==> config.mk <==
export PLATFORM = sky130hd
export DESIGN_NAME = uart_tx_param_flat
export DESIGN_NICKNAME = d
export VERILOG_FILES = /design/src/rtl/uart_tx_param_if.sv /design/src/rtl/uart_tx_param.sv /design/src/flat_wrapper.sv
export SDC_FILE = /design/constraint.sdc
export NUM_CORES = 1
export LEC_CHECK = 0
export ABC_AREA = 0
export ABC_CLOCK_PERIOD_IN_PS = 1700
export CELL_PAD_IN_SITES_DETAIL_PLACEMENT = 0
export CELL_PAD_IN_SITES_GLOBAL_PLACEMENT = 1
export CORE_MARGIN = 4
export CORE_UTILIZATION = 38
export DETAILED_ROUTE_END_ITERATION = 7
export PLACE_DENSITY = 0.76
export SLEW_MARGIN = 10
export SYNTH_ARGS = -nofsm -noshare
export SYNTH_HDL_FRONTEND = slang
export SYNTH_SLANG_ARGS = --single-unit
==> constraint.sdc <==
create_clock -name clk_50m -period 1.7 [get_ports clk_50m]
set_clock_uncertainty 0.15 [all_clocks]
set_input_delay 0.34 -clock clk_50m [delete_from_list [all_inputs] [get_ports clk_50m]]
set_output_delay 0.34 -clock clk_50m [all_outputs]
set_load 0.005 [all_outputs]
==> src/rtl/uart_tx_param_if.sv <==
// Word handshake between the system data path and the UART transmitter.
// The master offers data_in/tx_valid; the transmitter answers with tx_ready.
`timescale 1ns/1ps
interface uart_tx_param_if #(
    parameter int DATA_W = 8
);
    logic [DATA_W-1:0] data_in;
    logic              tx_valid;
    logic              tx_ready;

    modport master (
        output data_in,
        output tx_valid,
        input  tx_ready
    );

    modport slave (
        input  data_in,
        input  tx_valid,
        output tx_ready
    );
endinterface

==> src/rtl/uart_tx_param.sv <==
// Parametrised UART transmitter with a one-entry holding buffer.
// Frame: start, DATA_W data bits, optional parity, 1 or 2 stop bits.
`timescale 1ns/1ps
module uart_tx_param #(
    parameter int DATA_W    = 8,
    parameter int PARITY    = 0,
    parameter int STOP_BITS = 1,
    parameter int LSB_FIRST = 1
) (
    input  logic            clk_50m,
    input  logic            rst,
    input  logic            clken,
    uart_tx_param_if.slave  tx_if,
    output logic            Tx,
    output logic            Tx_busy,
    output logic            tx_done
);
    localparam int CW = (DATA_W > 1) ? $clog2(DATA_W) : 1;

    typedef enum logic [2:0] {
        S_IDLE,
        S_START,
        S_DATA,
        S_PAR,
        S_STOP
    } state_t;

    state_t            state_q, state_d;
    logic [DATA_W-1:0] shift_q, shift_d;
    logic [DATA_W-1:0] word_q,  word_d;
    logic [DATA_W-1:0] hold_q,  hold_d;
    logic              hold_full_q, hold_full_d;
    logic              ready_q, ready_d;
    logic [CW-1:0]     bit_cnt_q, bit_cnt_d;
    logic              stop_cnt_q, stop_cnt_d;
    logic              tx_q, tx_d;
    logic              done_q, done_d;

    logic accept;
    logic bit_last;
    logic stop_last;
    logic par_bit;

    assign accept    = tx_if.tx_valid && ready_q;
    assign bit_last  = (bit_cnt_q == CW'(DATA_W - 1));
    assign stop_last = (STOP_BITS == 1) ? 1'b1 : stop_cnt_q;
    assign par_bit   = (PARITY == 2) ? ~^word_q : ^word_q;

    assign Tx             = tx_q;
    assign tx_done        = done_q;
    assign tx_if.tx_ready = ready_q;
    assign Tx_busy        = (state_q != S_IDLE);

    // Next-state logic: buffer accept/transfer and per-bit line updates
    always_comb begin
        state_d     = state_q;
        shift_d     = shift_q;
        word_d      = word_q;
        hold_d      = hold_q;
        hold_full_d = hold_full_q;
        bit_cnt_d   = bit_cnt_q;
        stop_cnt_d  = stop_cnt_q;
        tx_d        = tx_q;
        done_d      = 1'b0;

        // ready_q is ~hold_full_q, so accept never meets a transfer
        if (accept) begin
            hold_d      = tx_if.data_in;
            hold_full_d = 1'b1;
        end

        case (state_q)
            S_IDLE: begin
                tx_d = 1'b1;
                if (hold_full_q) begin
                    shift_d     = hold_q;
                    word_d      = hold_q;
                    bit_cnt_d   = '0;
                    hold_full_d = 1'b0;
                    state_d     = S_START;
                end
            end
            S_START: begin
                if (clken) begin
                    tx_d    = 1'b0;
                    state_d = S_DATA;
                end
            end
            S_DATA: begin
                if (clken) begin
                    if (LSB_FIRST != 0) begin
                        tx_d    = shift_q[0];
                        shift_d = shift_q >> 1;
                    end else begin
                        tx_d    = shift_q[DATA_W-1];
                        shift_d = shift_q << 1;
                    end
                    bit_cnt_d = bit_cnt_q + 1'b1;
                    if (bit_last) begin
                        stop_cnt_d = 1'b0;
                        state_d    = (PARITY != 0) ? S_PAR : S_STOP;
                    end
                end
            end
            S_PAR: begin
                if (clken) begin
                    tx_d       = par_bit;
                    stop_cnt_d = 1'b0;
                    state_d    = S_STOP;
                end
            end
            S_STOP: begin
                if (clken) begin
                    tx_d = 1'b1;
                    if (stop_last) begin
                        done_d = 1'b1;
                        if (hold_full_q) begin
                            shift_d     = hold_q;
                            word_d      = hold_q;
                            bit_cnt_d   = '0;
                            hold_full_d = 1'b0;
                            state_d     = S_START;
                        end else begin
                            state_d = S_IDLE;
                        end
                    end else begin
                        stop_cnt_d = 1'b1;
                    end
                end
            end
            default: begin
                tx_d    = 1'b1;
                state_d = S_IDLE;
            end
        endcase

        ready_d = ~hold_full_d;
    end

    // State register with synchronous reset that abandons any frame
    always_ff @(posedge clk_50m) begin
        if (rst) begin
            state_q     <= S_IDLE;
            shift_q     <= '0;
            word_q      <= '0;
            hold_q      <= '0;
            hold_full_q <= 1'b0;
            ready_q     <= 1'b1;
            bit_cnt_q   <= '0;
            stop_cnt_q  <= 1'b0;
            tx_q        <= 1'b1;
            done_q      <= 1'b0;
        end else begin
            state_q     <= state_d;
            shift_q     <= shift_d;
            word_q      <= word_d;
            hold_q      <= hold_d;
            hold_full_q <= hold_full_d;
            ready_q     <= ready_d;
            bit_cnt_q   <= bit_cnt_d;
            stop_cnt_q  <= stop_cnt_d;
            tx_q        <= tx_d;
            done_q      <= done_d;
        end
    end
endmodule
==> src/flat_wrapper.sv <==
// flat-port wrapper written by rule: the top's interface ports become plain ports
module uart_tx_param_flat 
#(
    parameter int DATA_W    = 8,
    parameter int PARITY    = 0,
    parameter int STOP_BITS = 1,
    parameter int LSB_FIRST = 1
)
  (clk_50m, rst, clken, Tx, Tx_busy, tx_done, tx_if_data_in, tx_if_tx_valid, tx_if_tx_ready);
  uart_tx_param_if #(.DATA_W(DATA_W)) tx_if_i ();
  input  logic clk_50m;
  input  logic rst;
  input  logic clken;
  output logic Tx;
  output logic Tx_busy;
  output logic tx_done;
  input wire logic [$bits(tx_if_i.data_in)-1:0] tx_if_data_in;
  input wire logic [$bits(tx_if_i.tx_valid)-1:0] tx_if_tx_valid;
  output wire logic [$bits(tx_if_i.tx_ready)-1:0] tx_if_tx_ready;
  assign tx_if_i.data_in = tx_if_data_in;
  assign tx_if_i.tx_valid = tx_if_tx_valid;
  assign tx_if_tx_ready = tx_if_i.tx_ready;
  uart_tx_param #(.DATA_W(DATA_W), .PARITY(PARITY), .STOP_BITS(STOP_BITS), .LSB_FIRST(LSB_FIRST)) u_core (.clk_50m(clk_50m), .rst(rst), .clken(clken), .tx_if(tx_if_i), .Tx(Tx), .Tx_busy(Tx_busy), .tx_done(tx_done));
endmodule
# [After elaboration in Yosys (flattened, before gate mapping)]
# Index checks and enable logic that the tools add are counted.
[op_classes] n_reduce_logical=11 div_mod_pow=0 n_mul=0 n_shift=0 bitwise=2 eq_ne=11 muxes=29 n_lt_le_gt_ge=0 addsub=1
[ops] operator="$mux 8" n=5
[ops] operator="$mux 3" n=9
[ops] operator="$pmux 8 s3" n=1
[ops] operator="$pmux 8 s2" n=1
[ops] operator="$pmux 3 s5" n=1
[ops] operator="$mux 1" n=9
[ops] operator="$pmux 3 s3" n=1
[ops] operator="$ne 2x2->1 const B" n=4
[ops] operator="$reduce_xor 8->1" n=1
[ops] operator="$eq 3x2->1 const B" n=2
[ops] operator="$eq 3x3->1 const B" n=2
[ops] operator="$reduce_and 6->1" n=1
[ops] operator="$reduce_bool 3->1" n=2
[ops] operator="$ne 2x1->1 const B" n=2
[ops] operator="$pmux 1 s4" n=1
[ops] operator="$reduce_and 4->1" n=1
[ops] operator="$add 3x1->3 const B" n=1
[ops] operator="$eq 3x1->1 const B" n=1
[ops] operator="$logic_not 3->1" n=1
[ops] operator="$reduce_and 3->1" n=1
[ops] operator="$not 1->1" n=2
[ops] operator="$pmux 1 s2" n=1
[ops] operator="$reduce_and 2->1" n=1
[ops] operator="$reduce_bool 2->1" n=1
[ops] operator="other kinds (2)" n=2
[word_totals] mem_count=0 inputBits=12 out_inout_bits=4 rom_bits=0 ramBits=0 latchBits=0 word_cells=63 ff_bits=34

# [Longest topological paths before layout]
[depth] word_depth=6 ltp_mapped=6 mapped_depth_nobuf=5

# [Worst setup path after synthesis]
# No wires, ideal clock.
[synth_timing] path_type="input port to flip-flop" startpoint="input clken" endpoint="register u_core.shift_q[7]" n_path_buf=1 setup_time_ps=68 arrival_ps=1410 cell_stages=5 t_required_ps=1482 setup_slack_ps=72 path_cell_list="buf_2 > inv_1 > a2bb2oi_2 > or4b_4 > a21oi_2"
[synth_between] elab_chain_len=2 elab_cells_between_ends=3 classes_between="eq/ne: 2; reduce/logical: 1"
[synth_rtl] item="start, declared" line_no="flat_wrapper.sv:13" source="input logic clken;"
[synth_rtl] item="$ne 2x2->1 (no line)"
[synth_rtl] item="$reduce_and 3->1 (no line) *"
[synth_rtl] item="end signal, assigned" line_no="uart_tx_param.sv:155" source="shift_q <= shift_d;"
[synth_rtl] item="end, declared" line_no="uart_tx_param.sv:29" source="logic [DATA_W-1:0] shift_q, shift_d;"
# Mark *: on every way between the ends. The rest lies on a longest branch, timed or not.
# A chain may end at the register's enable or synchronous reset.

# [Worst setup path after layout]
[layout_timing] startpoint="register u_core.state_q[2]" endpoint="register u_core.shift_q[5]"
[layout_between] elab_chain_len=3 elab_cells_between_ends=8 classes_between="eq/ne: 4; mux: 1; reduce/logical: 3"
[layout_rtl] item="start, declared" line_no="uart_tx_param.sv:28" source="state_t state_q, state_d;"
[layout_rtl] item="start signal, assigned" line_no="uart_tx_param.sv:154" source="state_q <= state_d;"
[layout_rtl] item="$eq 3x2->1, or another cell as far along" line_no="uart_tx_param.sv:72" source="case (state_q)"
[layout_rtl] item="$ne 2x2->1 (no line) / $reduce_bool 3->1 (equally long branches)"
[layout_rtl] item="$reduce_and 3->1 (no line)"
# Parallel ways exist; a longest one is shown, timed or not.

==> Flow_metrics.wiki <==
{| class="wikitable"
! Metric !! Value
|-
| I/O Pins || 16
|-
| Post-route DRC || 0
|-
| Die X || 70.9 µm
|-
| ANT nets after route || 0
|-
| Final Setup Violations || 0
|-
| Count of port buffers added during placement || 15
|-
| Count of cell types in the netlist || 31
|-
| Worst setup timing slack at the placement stage || -0.309 ns
|-
| Critical path launch point type || flip-flop
|-
| CTS tree || done
|-
| Sort of element at the end of the critical path || flip-flop
|-
| Flip-flop and latch count after synthesis || 34
|-
| Mean Syn Cell Area || 9.00 µm²
|-
| Status || completed
|-
| Number of warnings issued by yosys || 0
|-
| Worst hold stages || 2
|-
| Fraction of registers with async set or reset after synthesis || 0
|-
| Via density || 5.19
|-
| Depth of the worst register-to-register path || 6
|-
| Final Routed Wirelength || 3330 µm
|-
| Site row count || 22
|-
| CP Class || flip-flop to flip-flop
|-
| Endpoint of the most critical register-to-register path || u_core.shift_q[5]
|-
| Global route overflow || 0
|-
| Pre-antenna DRT Iters || 4
|-
| Floorplan die area || 5020 µm²
|-
| Syn Nets || 181
|-
| Number of DRC markers after the initial detailed-route iteration || 91
|-
| Number of cells after detailed placement || 237
|-
| Synth-to-Final Area Change || 32.5%
|-
| Worst-path clk slew || 0.07 ns
|-
| Pin count of the biggest net entering global routing || 26
|-
| Mapped Cells || 167
|-
| Max transition margin || 0.787
|-
| Vias in the first global route || 1191
|-
| Buffers from clock root to sink, at most || 2
|-
| Number of enable flip-flop cells after synthesis || 0
|-
| Ratio of cells with drive above 1 in the final layout || 0.227
|-
| Summed instance area of the synthesized netlist || 1500 µm²
|-
| Final total power || 0.00178 W
|-
| Leakage || 0.759 nW
|-
| Max-cap violations || 0
|-
| Final instance count without filler cells || 246
|-
| Worst ir drop on vdd || 0.000465 V
|-
| Final critical-path required period || 1.66 ns
|-
| Final design utilization || 0.532
|-
| Final Hold Viols || 0
|-
| Worst path required time || 1.77 ns
|-
| Initial Util || 0.401
|-
| Via count of the routed design || 1277
|-
| R2r setup slk || 0.04 ns
|-
| Global-route wire length before repair || 5590 µm
|-
| Post-Route Hold Slack || 0.319 ns
|-
| Antenna violations before repair || 0
|-
| Hold Crit Start || u_core.hold_q[7]
|-
| Clock latency reported for the late side of the worst-skew pair || 0.28 ns
|-
| Reg-to-reg startpoint || u_core.state_q[2]
|-
| Die Span Y || 70.9 µm
|-
| Cell breakdown of the critical path || buf_6 -> nand2b_4 -> a2bb2oi_2 -> buf_6 -> or3_1 -> a21oi_2
|-
| TritonCTS Buffers || 5
|-
| Total number of H-tree levels || 2
|-
| Worst path slowest cell || sky130_fd_sc_hd__dfxtp_4
|-
| Core outline area || 3740 µm²
|-
| Slew at the pin closest to its max-slew limit || 0.315 ns
|-
| Overall global routing resource usage || 0.141
|-
| Critical path's largest stage delay || 0.37 ns
|-
| Routability congestion estimate || 0.868
|-
| Clock sink total || 34
|-
| Layout net count || 211
|-
| PD cells || 894 nW/µm²
|-
| Fraction of the yosys area taken by sequential cells || 0.453
|-
| Critical path data arrival time || 1.73 ns
|-
| Cell repeated most along the worst path || sky130_fd_sc_hd__buf_6
|-
| Predominant post-synthesis flop cell || sky130_fd_sc_hd__dfxtp_1
|-
| End of the worst hold path || u_core.hold_q[7]
|-
| Hold/Removal Path Class || flip-flop to flip-flop
|-
| Average routed wire per standard cell || 13.6 µm
|-
| CTS root buffer || sky130_fd_sc_hd__clkbuf_8
|-
| # diodes || 0
|-
| Fin worst setup slack || 0.0354 ns
|-
| CP max FO || 11
|-
| Post-route fraction of the period consumed by the critical path || 0.979
|-
| Final Max Tran Viols || 0
|-
| Highest achievable clock rate || 0.601 GHz
|-
| Detailed-placement wirelength estimate || 2430 µm
|}
[metal layers]
layer,vias to the layer above,share of wire,global-route usage,wire length (µm)
met5,-,0,0,0
met4,0,0.010,0.0689,34
met3,4,0.051,0.0469,171
met2,31,0.49,0.225,1620
met1,598,0.45,0.169,1510
li1,644,-,-,-
[worst max path at each step]
stage,end,cells after the start,slack [ns],start
2_1_floorplan,u_core.shift_q[7],5,0.07,clken
3_3_place_gp,u_core.shift_q[7],5,-0.25,clken
3_5_place_dp,u_core.shift_q[4],6,-0.31,clken
4_1_cts,u_core.shift_q[4],6,0.008,u_core.state_q[2]
5_1_grt,u_core.shift_q[5],6,-0.02,u_core.state_q[2]
6_report,u_core.shift_q[5],6,0.04,u_core.state_q[2]
[critical path, delay by kind of cell (launching register included)]
kind / cells / cell delay (ns)
buf+inv: 2 / 0.28
flops: 1 / 0.37
simple gates: 2 / 0.50
compound gates: 2 / 0.30
[per-stage QoR]
| step | cell area (µm²) | TNS (ns) |
|---|---|---|
| 2_1_floorplan | 1500 | 0 |
| 3_3_place_gp | 1840 | -3.84 |
| 3_5_place_dp | 1840 | -4.86 |
| 4_1_cts | 1950 | 0 |
| 5_1_grt | 1990 | -0.0172 |
| 6_report | 1990 | 0 |
[layout make-up]
cell class	count	area [µm²]
flip-flops and latches	34	684
clock buffers	7	86.3
well taps	48	60.1
inverters	2	7.51
repair buffers	36	350
fillers	360	1750
clock inverters	1	5.00
multi-input cells	118	797
[flip-flops by register name, indices dropped and copies added (netlist names)]
| signal | flops |
|---|---|
| u_core.state_q | 3 |
| u_core.hold_full_q | 1 |
| u_core.shift_q | 8 |
| u_core.tx_if.tx_ready | 1 |
| u_core.word_q | 8 |
| u_core.Tx | 1 |
| u_core.bit_cnt_q | 3 |
| u_core.hold_q | 8 |
| u_core.tx_done | 1 |
[kinds of logic (layout without fill, tap and decap cells)]
kind of cell / count (synthesis) / in the layout / synth area share
multiplexers: 15 / 15 / 0.0999
adder cells (fa/ha/maj): 2 / 2 / 0.0167
AO/OA/AOI/OAI: 42 / 42 / 0.158
buffers and inverters: 15 / 46 / 0.0466
flip-flops: 34 / 34 / 0.453
XOR/XNOR: 7 / 7 / 0.0408
AND/OR/NAND/NOR: 52 / 52 / 0.185
[synth_stat cells, types with 2 or more instances]
master,instances,area (µm²)
sky130_fd_sc_hd__nor2_1,10,37.5
sky130_fd_sc_hd__clkbuf_1,8,30.0
sky130_fd_sc_hd__nand2b_1,2,12.5
sky130_fd_sc_hd__a21oi_1,22,110
sky130_fd_sc_hd__inv_1,2,7.51
sky130_fd_sc_hd__nand3_1,12,60.1
sky130_fd_sc_hd__or3_1,7,43.8
sky130_fd_sc_hd__mux2i_1,15,150
sky130_fd_sc_hd__buf_2,2,10.0
sky130_fd_sc_hd__o21ai_1,3,15.0
sky130_fd_sc_hd__a21oi_2,2,17.5
sky130_fd_sc_hd__xnor2_1,7,61.3
sky130_fd_sc_hd__nand2_1,13,48.8
sky130_fd_sc_hd__dfxtp_1,34,681
sky130_fd_sc_hd__ha_1,2,25.0
sky130_fd_sc_hd__o21ai_0,11,55.1
[cells in the final DEF, fill, tap and decap left out]
master	instances
sky130_fd_sc_hd__dfxtp_1	33
sky130_fd_sc_hd__a21oi_1	19
sky130_fd_sc_hd__mux2i_1	15
sky130_fd_sc_hd__buf_4	15
sky130_fd_sc_hd__nand2_1	13
sky130_fd_sc_hd__clkdlybuf4s50_1	13
sky130_fd_sc_hd__nand3_1	12
sky130_fd_sc_hd__o21ai_0	11
sky130_fd_sc_hd__nor2_1	9
sky130_fd_sc_hd__xnor2_1	7
sky130_fd_sc_hd__or3_1	6
sky130_fd_sc_hd__clkbuf_8	6
sky130_fd_sc_hd__a21oi_2	5
sky130_fd_sc_hd__o21ai_1	3
sky130_fd_sc_hd__buf_12	3
sky130_fd_sc_hd__buf_6	3
sky130_fd_sc_hd__or3_4	2
sky130_fd_sc_hd__inv_1	2
sky130_fd_sc_hd__nand2b_4	2
sky130_fd_sc_hd__ha_1	2
sky130_fd_sc_hd__nor2b_2	1
sky130_fd_sc_hd__a2bb2oi_2	1
sky130_fd_sc_hd__nor3b_4	1
sky130_fd_sc_hd__nor2_4	1
sky130_fd_sc_hd__or4b_4	1
sky130_fd_sc_hd__and4b_1	1
sky130_fd_sc_hd__or2_2	1
sky130_fd_sc_hd__nor3_1	1
sky130_fd_sc_hd__nand3b_1	1
sky130_fd_sc_hd__a211oi_1	1
sky130_fd_sc_hd__a41oi_1	1
sky130_fd_sc_hd__o311ai_0	1
sky130_fd_sc_hd__clkbuf_1	1
sky130_fd_sc_hd__clkinv_2	1
sky130_fd_sc_hd__dlygate4sd2_1	1
sky130_fd_sc_hd__buf_2	1
sky130_fd_sc_hd__dfxtp_4	1
[power by group]
part / switching [W] / internal, W
Clock: 0.000281 / 0.000326
Sequential: 0.0000244 / 0.000832
Combinational: 0.000149 / 0.000167
Total: 0.000455 / 0.00132
[what timing repair did]
action	in CTS	in global routing
pin swaps	0	3
gates resized for setup	10	10
hold buffers	0	0
setup endpoints to repair	8	16
setup buffers	0	1
Power figures use the tool's default switching activity.
